$ cat src/rtl/s4ga_array.sv
// s4ga_array: N serially configured K-input LUTs fed by each other and by external inputs.
// Optional macro S4GA_ARRAY_SYNC_EN: updates collect in a shadow array, committed once per frame.
module s4ga_array #(
    parameter int N     = 61,
    parameter int K     = 4,
    parameter int SI_W  = 4,
    parameter int EXT_W = 4,
    parameter int OUT_W = 8
) (
    input  logic                                i_clk,
    input  logic                                i_rst,
    input  logic                                i_si_valid,
    input  logic [SI_W-1:0]                     i_si,
    input  logic [((EXT_W > 0) ? EXT_W : 1)-1:0] i_ext_in,
    output logic [OUT_W-1:0]                    o_lut_out,
    output logic [$clog2(N)-1:0]                o_lut_idx,
    output logic                                o_frame_done
);

    localparam int IDX_W     = $clog2(N + EXT_W);
    localparam int MASK_W    = 2 ** K;
    localparam int IDX_SEGS  = (IDX_W + SI_W - 1) / SI_W;
    localparam int MASK_SEGS = (MASK_W + SI_W - 1) / SI_W;
    localparam int SH_SEGS   = (IDX_SEGS > MASK_SEGS) ? IDX_SEGS : MASK_SEGS;
    localparam int SH_W      = SH_SEGS * SI_W;
    localparam int SHI_W     = $clog2(SH_W);
    localparam int SEG_W     = $clog2(SH_SEGS + 1);
    localparam int KC_W      = $clog2(K + 1);
    localparam int LIDX_W    = $clog2(N);

    localparam logic [0:0] LOAD_IDX  = 1'b0;
    localparam logic [0:0] LOAD_MASK = 1'b1;

    logic [0:0]        r_state;
    logic [KC_W-1:0]   r_k;
    logic [SEG_W-1:0]  r_seg;
    logic [SH_W-1:0]   r_shift;
    logic [K-1:0]      r_addr;
    logic [LIDX_W-1:0] r_idx;
    logic [N-1:0]      r_lut;
    logic              r_frame_done;
`ifdef S4GA_ARRAY_SYNC_EN
    logic [N-1:0]      r_shadow;
`endif

    logic [SH_W-1:0]   w_shift_nxt;
    logic              w_field_end;
    logic              w_rec_done;
    logic              w_last_lut;
    logic              w_sel_bit;
    logic              w_new_bit;
    logic [N-1:0]      w_lut_upd;

    // The shift register is cleared at every field boundary, so it holds only the current field.
    always_comb begin
        w_shift_nxt = (r_shift << SI_W) | SH_W'(i_si);
        w_field_end = i_si_valid &&
                      (r_seg == ((r_state == LOAD_IDX) ? SEG_W'(IDX_SEGS - 1) : SEG_W'(MASK_SEGS - 1)));
        w_rec_done  = w_field_end && (r_state == LOAD_MASK);
        w_last_lut  = (r_idx == LIDX_W'(N - 1));
        w_new_bit   = w_shift_nxt[SHI_W'(r_addr)];
    end

    // Out-of-range index values read constant 0.
    always_comb begin
        w_sel_bit = 1'b0;
        for (int j = 0; j < N; j++) begin
            if (w_shift_nxt == SH_W'(j)) w_sel_bit = r_lut[j];
        end
        for (int j = 0; j < EXT_W; j++) begin
            if (w_shift_nxt == SH_W'(N + j)) w_sel_bit = i_ext_in[j];
        end
    end

    always_comb begin
`ifdef S4GA_ARRAY_SYNC_EN
        w_lut_upd = r_shadow;
`else
        w_lut_upd = r_lut;
`endif
        w_lut_upd[r_idx] = w_new_bit;
    end

    always_ff @(posedge i_clk or posedge i_rst) begin
        if (i_rst) begin
            r_state      <= LOAD_IDX;
            r_k          <= '0;
            r_seg        <= '0;
            r_shift      <= '0;
            r_addr       <= '0;
            r_idx        <= '0;
            r_lut        <= '0;
            r_frame_done <= 1'b0;
`ifdef S4GA_ARRAY_SYNC_EN
            r_shadow     <= '0;
`endif
        end else begin
            r_frame_done <= w_rec_done && w_last_lut;
            if (i_si_valid) begin
                if (w_field_end) begin
                    r_seg   <= '0;
                    r_shift <= '0;
                    if (r_state == LOAD_IDX) begin
                        // First index field lands in the address MSB after K shifts.
                        r_addr <= K'({r_addr, w_sel_bit});
                        r_k    <= r_k + 1'b1;
                        if (r_k == KC_W'(K - 1)) r_state <= LOAD_MASK;
                    end else begin
                        r_state <= LOAD_IDX;
                        r_k     <= '0;
                        r_idx   <= w_last_lut ? '0 : r_idx + 1'b1;
`ifdef S4GA_ARRAY_SYNC_EN
                        r_shadow <= w_lut_upd;
                        if (w_last_lut) r_lut <= w_lut_upd;
`else
                        r_lut <= w_lut_upd;
`endif
                    end
                end else begin
                    r_seg   <= r_seg + 1'b1;
                    r_shift <= w_shift_nxt;
                end
            end
        end
    end

    assign o_lut_out    = r_lut[OUT_W-1:0];
    assign o_lut_idx    = r_idx;
    assign o_frame_done = r_frame_done;

endmodule

$ cat config.mk
export PLATFORM = sky130hd
export DESIGN_NAME = s4ga_array
export DESIGN_NICKNAME = d
export VERILOG_FILES = /design/src/rtl/s4ga_array.sv
export SDC_FILE = /design/constraint.sdc
export NUM_CORES = 1
export LEC_CHECK = 0
export BUFFER_PORTS_ARGS = -buffer_cell sky130_fd_sc_hd__buf_2
export CORE_MARGIN = 4
export CORE_UTILIZATION = 35
export CTS_BUF_LIST = sky130_fd_sc_hd__clkbuf_8
export DETAILED_ROUTE_END_ITERATION = 10
export SYNTH_ARGS = -nofsm -noshare
export SYNTH_HDL_FRONTEND = slang
export SYNTH_SLANG_ARGS = --single-unit
export TNS_END_PERCENT = 100
$ cat constraint.sdc
create_clock -name i_clk -period 10 [get_ports i_clk]
set_clock_uncertainty 0.2 [all_clocks]
set_input_delay 2 -clock i_clk [delete_from_list [all_inputs] [get_ports i_clk]]
set_output_delay 2 -clock i_clk [all_outputs]
set_load 0.005 [all_outputs]
==> reports/results.ini <==
[outcome]
outcome=finished, final reports clean

[placement]
place_congestion=0.884
dp.cells=680
dp_hpwl_um=8490
io_buffers=25

[synthesis]
synth_area_per_cell_um2=9.96
synthDistinctLibCells=55
yosysWarnings=0
synth_fa_ha_area_frac=0.0122
synth_top_area_frac=0.444
synth_edf_count=0
seq_area_frac_synth=0.444
ys_top_cells_by_count=dfrtp_1 (91), mux2_2 (65), nor2_1 (65), nand2_1 (36), o21ai_0 (34)
synth-simple-area-share=0.168
synth_mux_area_frac=0.192
async_flop_share=1.00
synth_area_um2=5130
syn-num-nets=531
yosys-top-cells-area=dfrtp_1 (44%), mux2_2 (14%), nor2_1 (4.8%)
yosysTopAreaCell=dfrtp_1
synth.most_common_cell=dfrtp_1
synthFlopType=dfrtp_1
synth_top_family_by_area=multiplexers
ys_seq_elements=91
synth-xor-area-share=0.0119
synth-compound-area-share=0.109
netlist_instances=515

[clock_network]
numCtsBuffers=9
clk_path_buf_depth=2
cts_max_level=3
cts_hold_repair.buffers=0
cts_setup_buffers=0
cts.repair.resized=0
clk_latency_ps=360
numClockSinks=91
cts_tree=done
path_clk_slew_ps=80
clockRootBuffer=clkbuf_8

[cells_and_area]
fin_nets=527
syn2layout_area_growth_pct=6.24
drive_gt1_frac=0.230
antenna_cells=0
stdcell_count=694

[drt]
drt-initial-drc-count=289
ant_nets=0
wire_per_inst_um=17.8
drt_wl_total_um=12400
drt-pass1-iter-count=5
via_count=3826
via_per_inst=5.51
route.detailed.drc=0

[global_route]
met3_usage=0.0301
antenna_found_initial=0
grt_busiest_layer=met2
met1_usage=0.225
grt_max_degree=62
grt_pass1_wl_um=20600
grt_use_total=0.157
met2_usage=0.246
overflow=0
grt_pass1_vias=3794

[floorplan]
io_pins=26
die_w_um=129
core-area_um2=14100
dieArea_um2=16700
rows=43
start_util=0.364
die_h_um=129

[min_path]
min_path_cells=1
hp-class=register to register

[sta]
hold_violations=0
period_minus_slack_ps=4270
rsz0062_at_grt=false
relSlewSlack=0.354
final_max_slew_viol_count=0
setup-tns-final_ps=0
setup_viol=0
worstMarginPinSlew_ps=969
max_freq_ghz=0.234
period_share=0.427

[critical_path]
crit_fanout=44
startpoint_type=primary input
reg2regPathDepth=3
crit_required_ps=10090
cp_data_arrival_time_ps=4360
criticalPathCategory=primary input to register
end_kind=register

[power]
p_leak_nw=2.42
vdd_drop_max_mv=0.0847
powerDensity_nw_per_um2=176

[flow_run]
drv_cap=0

[final timing paths]
path,startpoint,end,slack (ps)
setup / recovery,i_si[1],r_addr[0],5730
hold / removal,r_lut[56],r_lut[56],310
setup reg to reg,r_addr[0],r_lut[3],7240
hold reg to reg,r_lut[56],r_lut[56],310
max in group asynchronous,i_rst,r_shift[1],6970
min in group asynchronous,i_rst,o_lut_idx[2],1550
[cell usage in the layout, fill, tap and decap left out, drive strengths merged, types with 2 or more instances in the layout]
cell / n
xnor2: 3
nor4: 3
nand2b: 6
o21ai: 34
a22oi: 3
clkbuf: 9
o221ai: 3
a211oi: 5
xor2: 4
nor2b: 9
nand3: 19
ha: 5
nand4: 3
and2b: 2
or3: 4
o22ai: 5
nand3b: 2
nor2: 65
mux4: 9
a21o: 2
a21oi: 14
nand2: 36
bufinv: 2
clkinv: 2
nor3: 24
mux2: 65
inv: 23
nor3b: 3
and3: 4
o32a: 2
o21a: 2
mux2i: 5
a32oi: 3
buf: 27
dfrtp: 91
[report_power, final]
part	internal [W]	total (W)	switching, W
Sequential	0.000408	0.000464	0.0000557
Clock	0.000136	0.000259	0.000123
Combinational	0.0000846	0.000238	0.000154
Total	0.000629	0.000961	0.000332
[logic make-up (layout without fill, tap and decap cells)]
family,Yosys count,after routing
and+or+nand+nor,182,182
DFF,91,91
AOI/OAI and AO/OA,87,87
muxes,79,79
buffers and inverters,64,63
xor gates and xnor gates,7,7
adders and majority gates,5,5
[per-layer routing]
layer	share of wire	routed length [um]
met2	0.47	5810
met4	0.012	149
met5	0	0
met3	0.039	485
met1	0.48	5910
[sequential cells by signal (all words and copies together) (netlist names)]
signal,cells
r_seg,3
r_k,3
r_state,1
r_addr,4
r_shift,12
o_lut_idx,6
r_lut,61
o_frame_done,1
[worst max-delay path: stages]
cell and delay [ps]:
buf_2 630, and2b_1 300, a21oi_1 80, a2111oi_0 700, nor2_1 90, a32oi_1 230
a221oi_1 110, o21ai_0 200
[area by class of cell]
class                   count  area (um^2)
fillers                  1401         8640
multi-input cells         360         2530
flip-flops and latches     91         2280
well taps                 180          225
repair buffers             27          140
clock buffers               9          124
inverters                  22         83.8
clock inverters             5         72.6
[through the flow]
stage	power [W]	utilization	worst slack, ps	instance area, um^2	hold WS, ps
2_1_floorplan	0.000649	-	5440	5130	266
3_3_place_gp	0.000703	0.373	5420	5260	283
3_5_place_dp	0.000712	0.373	5370	5260	288
4_1_cts	0.000970	0.387	5760	5450	307
5_1_grt	0.00103	0.387	5590	5450	326
6_report	0.000961	0.387	5730	5450	307
(Power assumes the default switching activity.)
